$ cat config.mk
export PLATFORM = sky130hd
export DESIGN_NAME = seg_scan_driver_flat
export DESIGN_NICKNAME = d
export VERILOG_FILES = /design/src/rtl/seg_scan_driver_if.sv /design/src/rtl/seg_scan_driver.sv /design/src/flat_wrapper.sv
export SDC_FILE = /design/constraint.sdc
export NUM_CORES = 1
export LEC_CHECK = 0
export CORE_MARGIN = 5
export CORE_UTILIZATION = 59
export CTS_BUF_LIST = sky130_fd_sc_hd__clkbuf_4 sky130_fd_sc_hd__clkbuf_8
export CTS_CLUSTER_DIAMETER = 80
export DETAILED_ROUTE_END_ITERATION = 12
export HOLD_SLACK_MARGIN = 0.03
export PLACE_DENSITY = 0.89
export SLEW_MARGIN = 10
export SYNTH_ARGS = -nofsm -noshare
export SYNTH_HDL_FRONTEND = slang
export SYNTH_SLANG_ARGS = --single-unit
$ cat constraint.sdc
create_clock -name Clk100M -period 5.25 [get_ports Clk100M]
set_input_delay 1.05 -clock Clk100M [delete_from_list [all_inputs] [get_ports Clk100M]]
set_output_delay 1.05 -clock Clk100M [all_outputs]
set_load 0.05 [all_outputs]
$ cat src/rtl/seg_scan_driver_if.sv
// Pattern/control inputs and pin outputs of the 4-digit scan driver.
// The display controller side is the master; the scan driver is the slave.
interface seg_scan_driver_if;
   logic [7:0] seg0;
   logic [7:0] seg1;
   logic [7:0] seg2;
   logic [7:0] seg3;
   logic [3:0] blinkMask;
   logic [2:0] bright;
   logic [3:0] an;
   logic [7:0] cathode;
   logic [1:0] digitIdx;
   logic       frameTick;

   modport master (
      output seg0, seg1, seg2, seg3, blinkMask, bright,
      input  an, cathode, digitIdx, frameTick
   );

   modport slave (
      input  seg0, seg1, seg2, seg3, blinkMask, bright,
      output an, cathode, digitIdx, frameTick
   );
endinterface

$ cat src/rtl/seg_scan_driver.sv
// Time-multiplexed driver for a 4-digit common-anode display with blanking gap,
// brightness PWM, per-digit blink and once-per-frame snapshot of the patterns.
module seg_scan_driver #(
   parameter int unsigned CLK_HZ       = 100_000_000,
   parameter int unsigned DIGIT_HZ     = 1000,
   parameter int unsigned BLANK_CYCLES = 1000,
   parameter int unsigned BLINK_HZ     = 2,
   parameter bit          ACTIVE_LOW   = 1'b1
) (
   input  logic             Clk100M,
   input  logic             resetN,
   seg_scan_driver_if.slave bus
);

   localparam int unsigned DWELL = CLK_HZ / DIGIT_HZ;
   localparam int unsigned SHOW  = DWELL - BLANK_CYCLES;
   localparam int unsigned HALF  = CLK_HZ / (2 * BLINK_HZ);
   localparam int          CW    = $clog2(DWELL);
   localparam int          TW    = CW + 4;
   localparam int          BW    = (HALF > 1) ? $clog2(HALF) : 1;

   localparam logic [CW-1:0] DWELL_LAST = CW'(DWELL - 1);
   localparam logic [CW-1:0] BLANK_END  = CW'(BLANK_CYCLES);
   localparam logic [TW-1:0] SHOW_W     = TW'(SHOW);
   localparam logic [BW-1:0] HALF_LAST  = BW'(HALF - 1);
   localparam logic [3:0]    AN_OFF     = ACTIVE_LOW ? 4'hF : 4'h0;
   localparam logic [7:0]    CATH_OFF   = ACTIVE_LOW ? 8'hFF : 8'h00;

   generate
      if (DWELL < BLANK_CYCLES + 8) begin : g_bad_dwell
         $fatal(1, "seg_scan_driver: DWELL must be at least BLANK_CYCLES + 8");
      end
      if (HALF == 0) begin : g_bad_blink
         $fatal(1, "seg_scan_driver: blink half-period must be at least one cycle");
      end
   endgenerate

   typedef enum logic {
      PH_BLANK,
      PH_SHOW
   } phase_e;

   // Scan state
   logic [CW-1:0] dwell_cnt_q, dwell_cnt_d;
   logic [1:0]    digit_q, digit_d;
   logic [BW-1:0] blink_cnt_q, blink_cnt_d;
   logic          blink_phase_q, blink_phase_d;
   logic          load_pending_q, load_pending_d;
   logic          frame_start_q, frame_start_d;

   // Per-frame snapshot
   logic [7:0]    shadow_q [4];
   logic [7:0]    shadow_d [4];
   logic [3:0]    mask_q, mask_d;
   logic [2:0]    bright_q, bright_d;

   // Registered pins
   logic [3:0]    an_q, an_d;
   logic [7:0]    cathode_q, cathode_d;
   logic [1:0]    digit_idx_q, digit_idx_d;
   logic          frame_tick_q, frame_tick_d;

   phase_e        phase;
   logic          slot_wrap;
   logic          frame_wrap;
   logic          load;
   logic [CW-1:0] show_pos;
   logic [TW-1:0] bright_plus1;
   logic [TW-1:0] thr;
   logic          lit;

   // NOTE: every signal assigned in an always_comb gets a default on entry,
   // so no path through the block leaves a value held and no latch is inferred.
   always_comb begin
      dwell_cnt_d    = dwell_cnt_q + 1'b1;
      digit_d        = digit_q;
      blink_cnt_d    = blink_cnt_q + 1'b1;
      blink_phase_d  = blink_phase_q;
      load_pending_d = 1'b0;
      shadow_d       = shadow_q;
      mask_d         = mask_q;
      bright_d       = bright_q;

      slot_wrap  = (dwell_cnt_q == DWELL_LAST);
      frame_wrap = slot_wrap && (digit_q == 2'd3);
      load       = load_pending_q || frame_wrap;

      if (slot_wrap) begin
         dwell_cnt_d = '0;
         digit_d     = digit_q + 2'd1;
      end

      // Blink runs on its own clock-derived period, unrelated to frame timing.
      if (blink_cnt_q == HALF_LAST) begin
         blink_cnt_d   = '0;
         blink_phase_d = ~blink_phase_q;
      end

      if (load) begin
         shadow_d[0] = bus.seg0;
         shadow_d[1] = bus.seg1;
         shadow_d[2] = bus.seg2;
         shadow_d[3] = bus.seg3;
         mask_d      = bus.blinkMask;
         bright_d    = bus.bright;
      end

      frame_start_d = frame_wrap;
   end

   always_comb begin
      phase        = (dwell_cnt_q < BLANK_END) ? PH_BLANK : PH_SHOW;
      show_pos     = dwell_cnt_q - BLANK_END;
      // Product is formed at full width; bright=7 yields exactly SHOW.
      bright_plus1 = TW'(bright_q) + TW'(1);
      thr          = (bright_plus1 * SHOW_W) >> 3;
      lit          = (phase == PH_SHOW) && (TW'(show_pos) < thr) &&
                     !(mask_q[digit_q] && !blink_phase_q);

      an_d      = AN_OFF;
      cathode_d = CATH_OFF;
      if (lit) begin
         an_d      = AN_OFF ^ (4'b0001 << digit_q);
         cathode_d = CATH_OFF ^ shadow_q[digit_q];
      end
      digit_idx_d  = digit_q;
      frame_tick_d = frame_start_q;
   end

   // NOTE: state registers use non-blocking assignments only, so every flop
   // samples the pre-edge value of every other flop regardless of block order.
   always_ff @(posedge Clk100M or negedge resetN) begin
      if (!resetN) begin
         dwell_cnt_q    <= '0;
         digit_q        <= '0;
         blink_cnt_q    <= '0;
         blink_phase_q  <= 1'b1;
         load_pending_q <= 1'b1;
         frame_start_q  <= 1'b0;
         mask_q         <= '0;
         bright_q       <= '0;
         an_q           <= AN_OFF;
         cathode_q      <= CATH_OFF;
         digit_idx_q    <= '0;
         frame_tick_q   <= 1'b0;
      end else begin
         dwell_cnt_q    <= dwell_cnt_d;
         digit_q        <= digit_d;
         blink_cnt_q    <= blink_cnt_d;
         blink_phase_q  <= blink_phase_d;
         load_pending_q <= load_pending_d;
         frame_start_q  <= frame_start_d;
         mask_q         <= mask_d;
         bright_q       <= bright_d;
         an_q           <= an_d;
         cathode_q      <= cathode_d;
         digit_idx_q    <= digit_idx_d;
         frame_tick_q   <= frame_tick_d;
      end
   end

   // NOTE: the four shadow bytes are a tiny register file, not a RAM, so they
   // take the async reset like the rest of the state and come up blank.
   always_ff @(posedge Clk100M or negedge resetN) begin
      if (!resetN) begin
         for (int k = 0; k < 4; k++) shadow_q[k] <= '0;
      end else begin
         for (int k = 0; k < 4; k++) shadow_q[k] <= shadow_d[k];
      end
   end

   assign bus.an        = an_q;
   assign bus.cathode   = cathode_q;
   assign bus.digitIdx  = digit_idx_q;
   assign bus.frameTick = frame_tick_q;

endmodule
$ cat src/flat_wrapper.sv
// flat-port wrapper written by rule: the top's interface ports become plain ports
module seg_scan_driver_flat 
#(
   parameter int unsigned CLK_HZ       = 100_000_000,
   parameter int unsigned DIGIT_HZ     = 1000,
   parameter int unsigned BLANK_CYCLES = 1000,
   parameter int unsigned BLINK_HZ     = 2,
   parameter bit          ACTIVE_LOW   = 1'b1
)
  (Clk100M, resetN, bus_seg0, bus_seg1, bus_seg2, bus_seg3, bus_blinkMask, bus_bright, bus_an, bus_cathode, bus_digitIdx, bus_frameTick);
  seg_scan_driver_if bus_i ();
  input  logic Clk100M;
  input  logic resetN;
  input wire logic [$bits(bus_i.seg0)-1:0] bus_seg0;
  input wire logic [$bits(bus_i.seg1)-1:0] bus_seg1;
  input wire logic [$bits(bus_i.seg2)-1:0] bus_seg2;
  input wire logic [$bits(bus_i.seg3)-1:0] bus_seg3;
  input wire logic [$bits(bus_i.blinkMask)-1:0] bus_blinkMask;
  input wire logic [$bits(bus_i.bright)-1:0] bus_bright;
  output wire logic [$bits(bus_i.an)-1:0] bus_an;
  output wire logic [$bits(bus_i.cathode)-1:0] bus_cathode;
  output wire logic [$bits(bus_i.digitIdx)-1:0] bus_digitIdx;
  output wire logic [$bits(bus_i.frameTick)-1:0] bus_frameTick;
  assign bus_i.seg0 = bus_seg0;
  assign bus_i.seg1 = bus_seg1;
  assign bus_i.seg2 = bus_seg2;
  assign bus_i.seg3 = bus_seg3;
  assign bus_i.blinkMask = bus_blinkMask;
  assign bus_i.bright = bus_bright;
  assign bus_an = bus_i.an;
  assign bus_cathode = bus_i.cathode;
  assign bus_digitIdx = bus_i.digitIdx;
  assign bus_frameTick = bus_i.frameTick;
  seg_scan_driver #(.CLK_HZ(CLK_HZ), .DIGIT_HZ(DIGIT_HZ), .BLANK_CYCLES(BLANK_CYCLES), .BLINK_HZ(BLINK_HZ), .ACTIVE_LOW(ACTIVE_LOW)) u_core (.Clk100M(Clk100M), .resetN(resetN), .bus(bus_i));
endmodule
After elaboration in Yosys (flattened, before gate mapping)
Cells that the tools add are included.
Storage, ports and cells
  input port bits: 41
  register bits: 101
Cells by class
  shift-type cells: 1
  multiplexer cells: 10
  equal/unequal tests: 3
  bitwise logic cells: 4
  add/subtract/negate cells: 5
  $mul: 1
  reductions and logical operators: 7
  $lt $le $gt $ge: 4
Operators with widths (number)
  25-bit by 1-bit adder with 25-bit output, second input constant: 1
  25-bit equality test, second input constant: 1
  25-bit two-way mux: 1
  8-bit two-way mux: 3
  21-bit by 14-bit multiplier with 18-bit output, second input constant: 1
  17-bit by 18-bit less-than comparator with 1-bit output: 1
  17-bit by 1-bit adder with 17-bit output, second input constant: 1
  17-bit equality test, second input constant: 1
  17-bit by 10-bit less-than comparator with 1-bit output, second input constant: 1
  17-bit two-way mux: 1
  17-bit by 10-bit subtractor with 17-bit output, second input constant: 1
  8-bit binary-select mux with 2-bit select: 1
  8-bit inverter: 1
  3-bit by 1-bit adder with 4-bit output, second input constant: 1
  1-bit logical AND: 4
  4-bit two-way mux: 1
  4-bit inverter: 1
  1-bit by 2-bit left shift with 4-bit output, first input constant: 1
  3-bit greater-or-equal comparator, second input constant: 1
  2-bit by 3-bit less-than comparator with 1-bit output, second input constant: 1
  2-bit inverter with 3-bit output: 1
  2-bit by 1-bit adder with 2-bit output, second input constant: 1
  1-bit binary-select mux with 2-bit select: 1
  2-bit equality test, second input constant: 1
  4 further kinds: 6

Logic depth before layout (Yosys ltp)
Gate-level depths: netlist of the first run.
  depth after elaboration: 6
  gate-level depth with buffers: 20
  gate-level depth less buffers: 19

Least setup slack after synthesis of the first run
No wires, ideal clock.
  path kind: register to register
  start point: reg u_core.bright_q[0]
  end point: reg u_core.an_q[1] (netlist: u_core.bus.an[1])
  clock period less this slack: 4.439 ns
  data arrival time: 4.345 ns
  slack: 0.811 ns
  cell stages (with the launch flop): 17
  data required time: 5.157 ns
  path buffers: 1
  cells stage by stage: dfrtp_1 -> ha_1 -> xor2_1 -> fa_1 -> inv_1 -> ha_1 -> ha_1 -> a21oi_1 -> o211ai_1 -> o21a_1 -> or2_2 -> a31oi_1 -> ha_1 -> a221oi_1 -> a311o_1 -> clkbuf_1 -> nand3_1
Between the ends
  cells in the longest elaborated chain, start to end: 6
Ends and longest elaborated chain
  start, declared: line seg_scan_driver.sv:55  | logic [2:0] bright_q, bright_d;
  start signal, assigned: line seg_scan_driver.sv:154  | bright_q <= bright_d;
  3-bit by 1-bit adder with 4-bit output: line seg_scan_driver.sv:115  | bright_plus1 = TW'(bright_q) + TW'(1);
  21-bit by 14-bit multiplier with 18-bit output: line seg_scan_driver.sv:116  | thr = (bright_plus1 * SHOW_W) >> 3;
  17-bit by 18-bit less-than comparator with 1-bit output: line seg_scan_driver.sv:117  | lit = (phase == PH_SHOW) && (TW'(show_pos) < thr) &&
  1-bit logical AND (2 in a row): line seg_scan_driver.sv:117
  4-bit two-way mux: line seg_scan_driver.sv:122  | if (lit) begin
  via u_core.an_d[1]: line seg_scan_driver.sv:58  | logic [3:0] an_q, an_d;
  end signal, assigned: line seg_scan_driver.sv:155  | an_q <= an_d;
  end, declared: line seg_scan_driver.sv:58
The timed path passes the listed nets, and every way through them passes these cells.
A chain may end at the register's enable or synchronous reset.

Worst setup path in the final report of the first run
  start point: reg u_core.bright_q[0]
  end point: reg u_core.an_q[2] (netlist: u_core.bus.an[2])
Same word-level chain as after synthesis.

==> run_results.csv, run 1 <==
group,metric,value,unit
cts,clk_pin_slew,0.10,ns
floorplan,die_y,107,um
hold_path,min_path_cells,0,
floorplan,start_util,60.3,%
sta,fin_ws,0.355,ns
yosys,synth_fa_ha_area_share,11.4,%
floorplan,die-area,0.0115,sq mm
floorplan,core,0.00924,sq mm
power_and_ir_drop,combPwrFrac,22.8,%
drt,wirelength,11500,um
yosys,synth_top_cell_by_area,"dfrtp_1",
finish,antenna_cells,0,
power_and_ir_drop,p_per_area,264,mW/mm^2
sta,max_freq,204,MHz
critical_path,r2r_cells,16,
cts,cts_buffers,9,
global_routing,met1_usage,26.0,%
global_routing,grt_usage,21.9,%
power_and_ir_drop,p_sw,0.489,mW
critical_path,max_stage_delay,0.56,ns
yosys,synth-compound-area-share,4.54,%
power_and_ir_drop,leakage,2.80,nW
critical_path,path_cells,"ha_1 -> xor2_1 -> buf_4 -> fa_1 -> inv_1 -> ha_1 -> ha_1 -> a21oi_1 -> o211ai_1 -> o21a_1 -> or2_2 -> a31oi_1 -> ha_1 -> a221oi_1 -> a311o_1 -> nand3_1",
yosys,ys_ff_latch,101,
finish,multi_input_area,0.00284,sq mm
critical_path,crit_top_cell,"ha_1",
yosys,yosysTopAreaCellShare,39.1,%
power_and_ir_drop,p_seq_share,49.4,%
global_routing,grt_pass1_vias,4043,
finish,final_common_cell,"dfrtp_1",
floorplan,row_count,35,
yosys,synthSimpleGateAreaFrac,14.1,%
critical_path,worstPathArrival,5.16,ns
power_and_ir_drop,p_int,1.19,mW
finish,fill_cells,645,
yosys,synth_cells,480,
placement,gp_congestion,0.889,
yosys,synth_ff_type,"dfrtp_1",
critical_path,cp_slowest_cell,"dfrtp_1",
placement,hpwl,8560,um
sta,hold_viol,0,
placement,dp_slack,0.369,ns
sta,hold_slack,0.355,ns
power_and_ir_drop,switching_share,29.0,%
yosys,syn_nets,570,
floorplan,io_pins,56,
placement,placed_area,0.00621,sq mm
global_routing,grt_max_degree,57,
sta,relSlewSlack,37.3,%
yosys,synth.area.mux_share,12.2,%
power_and_ir_drop,clockPowerShare,27.8,%
cts,cts_sinks,101,
drt,first_pass_iters,4,
sta,rsz0062_at_grt,"no",
floorplan,fp.dieW,107,um
finish,syn_to_final_growth,14.7,%
drt,viasPerCell,5.65,
drt,route.vias.total,3760,
cts,cts_resized,0,
cts,clock-root-buffer,"clkbuf_8",
cts,cts_tree,"yes",
finish,design_area,0.00639,sq mm
drt,drt_iter0_markers,152,
sta,tightest_slew,0.940,ns
yosys,ys_warn_count,0,
cts,clk_path_buf_depth,2,
sta,fin_crit_sh,93.2,%
power_and_ir_drop,vdd_drop_max,0.233,mV
critical_path,end_kind,"flop",
global_routing,grtUsageMet2,38.1,%
cts,clock_latency,0.37,ns
critical_path,start_kind,"flop",
status,outcome,"finished, final reports clean",
critical_path,critPathRequiredTime,5.52,ns
sta,tns,0,ns
sta,fin_skew,0.0107,ns
critical_path,critPathMaxFanout,12,
sta,setup_viol_count_final,0,
global_routing,busiest_layer,"met2",
global_routing,grt_pass1_wl,19700,um
cts,holdBufCountCts,0,
yosys,yosys-top-cells-area,"dfrtp_1 39%, ha_1 10%, dfstp_2 6.6%",
sta,min_period,4.90,ns
yosys,synthDistinctLibCells,54,
hold_path,hold_path_class,"reg2reg",
sta,drv_slew,0,
yosys,synthArstFlopShare,100,%
global_routing,gr-usage-met3,6.80,%
yosys,syn_area,0.00557,sq mm
drt,ant_nets,0,
power_and_ir_drop,total_power,1.68,mW
drt,routedWlPerCell,17.3,um
finish,drive_gt1_share,17.9,%
critical_path,critical_path_class,"reg2reg",
finish,final_cell_mix,"87 x dfrtp_1, 54 x clkdlybuf4s50_1, 46 x ha_1",
finish,nNetsFinal,621,
yosys,synth_edf_count,0,
job,max_cap_viol_count,0,
yosys,syn_area_per_cell,11.6,sq um
cts,cts-htree-levels,3,
global_routing,antenna_found_initial,0,
global_routing,grt_overflow_total,0,
yosys,yosysSeqAreaShare,45.7,%
drt,drc,0,
yosys,synth_top_family_by_area,"simple AND/OR/NAND/NOR gates",
placement,port_buffers,55,
finish,seqCellArea,0.00254,sq mm
yosys,synth_xor_xnor_area_share,8.49,%
cts,postCtsSetupRepairBufs,0,
==> final timing paths <==
| kind | slack (ns) | endpoint | from |
|---|---|---|---|
| min | 0.36 | u_core.bus.frameTick$_DFF_PN0_ | u_core.frame_start_q$_DFF_PN0_ |
| max | 0.35 | u_core.bus.an[2]$_DFF_PN1_ | u_core.bright_q[0]$_DFFE_PN0P_ |
| max reg2reg | 0.35 | u_core.bus.an[2]$_DFF_PN1_ | u_core.bright_q[0]$_DFFE_PN0P_ |
| min in group asynchronous | 0.67 | u_core.dwell_cnt_q[14]$_DFF_PN0_ | resetN |
| max in group asynchronous | 3.51 | u_core.mask_q[2]$_DFFE_PN0P_ | resetN |
| min reg2reg | 0.36 | u_core.bus.frameTick$_DFF_PN0_ | u_core.frame_start_q$_DFF_PN0_ |
==> Yosys cell counts (6+ instances only) <==
cell type and instances:
nand2_1 24, nor3_1 7, a21oi_1 10, buf_2 6, nand4_1 10, mux4_2 9
xnor2_1 28, inv_1 21, o21ai_0 7, ha_1 46, mux2_4 10, xor2_1 26
clkbuf_1 8, dfrtp_1 87, nor2_1 39, dfstp_2 14, mux2_2 29, nand3_1 35
==> metrics by stage <==
step,util (%),instances
after floorplan,-,480
after global placement,67.2,649
after detailed placement,67.2,649
after CTS,69.1,665
after global routing,69.1,665
final,69.1,665
==> cells by family (layout without fill, tap and decap cells) <==
logic type,Yosys count,in the layout
AOI/OAI and AO/OA,38,38
xor gates and xnor gates,54,54
adders and majority gates,49,49
buffers and inverters,40,96
DFF,101,101
muxes,48,48
other,1,1
and+or+nand+nor,149,149
==> per-layer routing <==
metal  part of all wire [%]  vias up
li1                       -     1783
met3                    5.6       21
met2                     51       96
met1                     41     1860
met4                    1.7        0
met5                      0        -
==> state kept, by name, summed over array words and instances, names as in the netlist <==
name	flops
u_core.shadow_q	32
u_core.bus.an	4
u_core.load_pending_q	1
u_core.blink_phase_q	1
u_core.bright_q	3
u_core.bus.cathode	8
u_core.blink_cnt_q	25
u_core.bus.digitIdx	2
u_core.frame_start_q	1
u_core.bus.frameTick	1
u_core.mask_q	4
u_core.dwell_cnt_q	17
u_core.digit_idx_d	2
==> critical path: cells and delay by family (launching register included) <==
family | cells | cell delay, ns
AOI/OAI and AO/OA | 6 | 1.75
adders and majority gates | 5 | 1.46
DFF | 1 | 0.56
and+or+nand+nor | 2 | 0.48
buffers and inverters | 2 | 0.28
xor gates and xnor gates | 1 | 0.26
==> power by group through the flow <==
| stage | clock, mW | combinational, mW | sequential, mW |
|---|---|---|---|
| 3_5_place_dp | 0 | 0.383 | 0.845 |
| 4_1_cts | 0.481 | 0.387 | 0.832 |
| 3_3_place_gp | 0 | 0.361 | 0.840 |
| 2_1_floorplan | 0 | 0.271 | 0.835 |
| 6_report | 0.467 | 0.384 | 0.832 |
| 5_1_grt | 0.509 | 0.440 | 0.835 |
==> area by class of cell <==
cell class,instances,share of cell area (%)
clock inverter,5,0.685
multi-input combinational,339,44.5
inverter,21,1.23
sequential,101,39.8
clock buffer,11,2.17
timing repair buffer,59,9.05
tap,129,2.53
Note: power is estimated with default switching activity, not from simulation.
==> inputs of run 2 (changes only) <==
--- a/config.mk
+++ b/config.mk
@@ -9,6 +9,7 @@
 export CORE_UTILIZATION = 59
 export CTS_BUF_LIST = sky130_fd_sc_hd__clkbuf_4 sky130_fd_sc_hd__clkbuf_8
 export CTS_CLUSTER_DIAMETER = 80
+export CTS_CLUSTER_SIZE = 10
 export DETAILED_ROUTE_END_ITERATION = 12
 export HOLD_SLACK_MARGIN = 0.03
 export PLACE_DENSITY = 0.89
==> results of run 2 <==
No change in the layout: final DEF, timing and power equal those of run 1.
==> inputs of run 3 (changes only) <==
==> constraint.sdc (replaced) <==
create_clock -name Clk100M -period 5.25 [get_ports Clk100M]
set_input_delay 1.575 -clock Clk100M [delete_from_list [all_inputs] [get_ports Clk100M]]
set_output_delay 1.575 -clock Clk100M [all_outputs]
set_load 0.05 [all_outputs]
==> run_results.csv, run 3 (synthesis gave the netlist of run 1 again) <==
group,metric,value,unit
finish,drive_gt1_share,18.1,%
global_routing,gr-usage-met3,6.20,%
placement,placed_area,0.00621,sq mm
critical_path,crit_top_cell,"ha_1",
floorplan,die_y,107,um
sta,relSlewSlack,38.8,%
global_routing,met1_usage,25.7,%
global_routing,grt_pass1_vias,3991,
drt,routedWlPerCell,16.3,um
cts,clock-root-buffer,"clkbuf_8",
critical_path,path_cells,"ha_1 -> xor2_1 -> buf_4 -> fa_1 -> inv_1 -> ha_1 -> ha_1 -> a21oi_1 -> o211ai_1 -> o21a_1 -> or2_2 -> xnor2_1 -> ha_1 -> a21oi_1 -> o32a_1 -> a311o_2 -> nand3_1",
drt,drc,0,
critical_path,crit_family,"adder cells",
drt,ant_nets,0,
drt,viasPerCell,5.60,
finish,reg_top3,"u_core.shadow_q (32), u_core.blink_cnt_q (25), u_core.dwell_cnt_q (17)",
global_routing,antenna_found_initial,0,
power_and_ir_drop,total_power,1.68,mW
sta,min_period,4.70,ns
critical_path,start_kind,"flop",
hold_path,hold_path_class,"reg2reg",
finish,largest_register,"u_core.shadow_q",
power_and_ir_drop,vdd_drop_max,0.209,mV
placement,port_buffers,55,
finish,antenna_cells,0,
global_routing,grt_overflow_total,0,
drt,wirelength,10800,um
floorplan,fp.dieW,107,um
cts,holdBufCountCts,0,
cts,clk_pin_slew,0.10,ns
critical_path,critical_path_class,"reg2reg",
finish,nNetsFinal,621,
global_routing,grt_pass1_wl,18900,um
critical_path,critPathMaxFanout,12,
finish,design_area,0.00639,sq mm
placement,hpwl,8250,um
drt,route.vias.total,3724,
finish,fill_cells,655,
critical_path,path_buf_inv,2,
cts,cts_sinks,101,
global_routing,grt_max_degree,72,
critical_path,worstPathArrival,5.01,ns
sta,max_freq,213,MHz
sta,hold_viol,0,
floorplan,core,0.00924,sq mm
finish,largest_register_ffs,32,
global_routing,grt_usage,20.9,%
drt,first_pass_iters,4,
cts,postCtsSetupRepairBufs,0,
finish,syn_to_final_growth,14.7,%
finish,final_cell_mix,"87 x dfrtp_1, 54 x clkdlybuf4s50_1, 46 x ha_1",
critical_path,critPathRequiredTime,5.56,ns
status,outcome,"finished, final reports clean",
floorplan,row_count,35,
floorplan,io_pins,56,
global_routing,busiest_layer,"met2",
sta,rsz0062_at_grt,"no",
job,max_cap_viol_count,0,
floorplan,start_util,60.3,%
sta,drv_slew,0,
global_routing,grtUsageMet2,35.8,%
sta,setup_viol_count_final,0,
cts,cts_buffers,9,
placement,gp_congestion,0.890,
sta,fin_skew,0.0145,ns
sta,tightest_slew,0.918,ns
sta,fin_crit_sh,89.6,%
floorplan,die-area,0.0115,sq mm
cts,cts-htree-levels,3,
critical_path,cp_slowest_cell,"dfrtp_1",
cts,clk_path_buf_depth,2,
finish,final_common_cell,"dfrtp_1",
drt,drt_iter0_markers,136,
power_and_ir_drop,leakage,2.81,nW
critical_path,end_kind,"flop",
cts,clock_latency,0.37,ns
sta,tns,0,ns
power_and_ir_drop,p_per_area,263,mW/mm^2
critical_path,max_stage_delay,0.54,ns
cts,cts_tree,"yes",
run 3: path summary, 6_finish.rpt:
kind	startpoint	end	slack (ns)	cells past startpoint
max	u_core.bright_q[0]$_DFFE_PN0P_	u_core.bus.an[2]$_DFF_PN1_	0.55	17
min	u_core.frame_start_q$_DFF_PN0_	u_core.bus.frameTick$_DFF_PN0_	0.37	0
max reg2reg	u_core.bright_q[0]$_DFFE_PN0P_	u_core.bus.an[2]$_DFF_PN1_	0.55	17
min reg2reg	u_core.frame_start_q$_DFF_PN0_	u_core.bus.frameTick$_DFF_PN0_	0.37	0
max in group asynchronous	resetN	u_core.bus.cathode[6]$_DFF_PN1_	2.98	2
min in group asynchronous	resetN	u_core.blink_cnt_q[16]$_DFF_PN0_	1.31	1
run 3: worst register-to-register path, stage by stage (launching register included):
cell and delay (ns):
dfrtp_1 0.54, ha_1 0.29, xor2_1 0.17, buf_4 0.18, fa_1 0.52, inv_1 0.04, ha_1 0.27, ha_1 0.30
a21oi_1 0.29, o211ai_1 0.18, o21a_1 0.22, or2_2 0.30, xnor2_1 0.13, ha_1 0.30, a21oi_1 0.08, o32a_1 0.18
a311o_2 0.51, nand3_1 0.14
run 3: layout make-up:
type | instances | area, sq um | area share [%]
multi-input combinational | 339 | 2840 | 44.5
tap | 129 | 161 | 2.53
inverter | 21 | 78.8 | 1.23
clock buffer | 10 | 131 | 2.06
clock inverter | 6 | 51.3 | 0.803
timing repair buffer | 59 | 578 | 9.05
sequential | 101 | 2540 | 39.8
run 3: layer usage:
layer  wire [um]  share of wire (%)
met1        4620                 43
met2        5510                 51
met3         584                5.4
met4         123                1.1
met5           0                  0
run 3: power breakdown:
part / switching (mW) / internal, mW / total, mW / leakage, nW
registers: 0.0206 / 0.809 / 0.829 / 1.24
logic: 0.190 / 0.197 / 0.388 / 1.47
clock network: 0.276 / 0.187 / 0.464 / 0.0974
run 3: metrics by stage:
step	cells	setup slack (ns)	utilization, %	hold slack [ns]
finish	665	0.546	69.2	0.373
global route	665	0.171	69.2	0.400
CTS	665	0.392	69.1	0.374
detailed placement	649	0.414	67.2	0.340
global placement	649	0.726	67.2	0.339
floorplan	480	0.811	-	0.331
run 3: repair_timing:
action                                 CTS  global route
setup endpoints to repair                0             1
resized for setup                        0             1
endpoints found under the hold margin    0             0
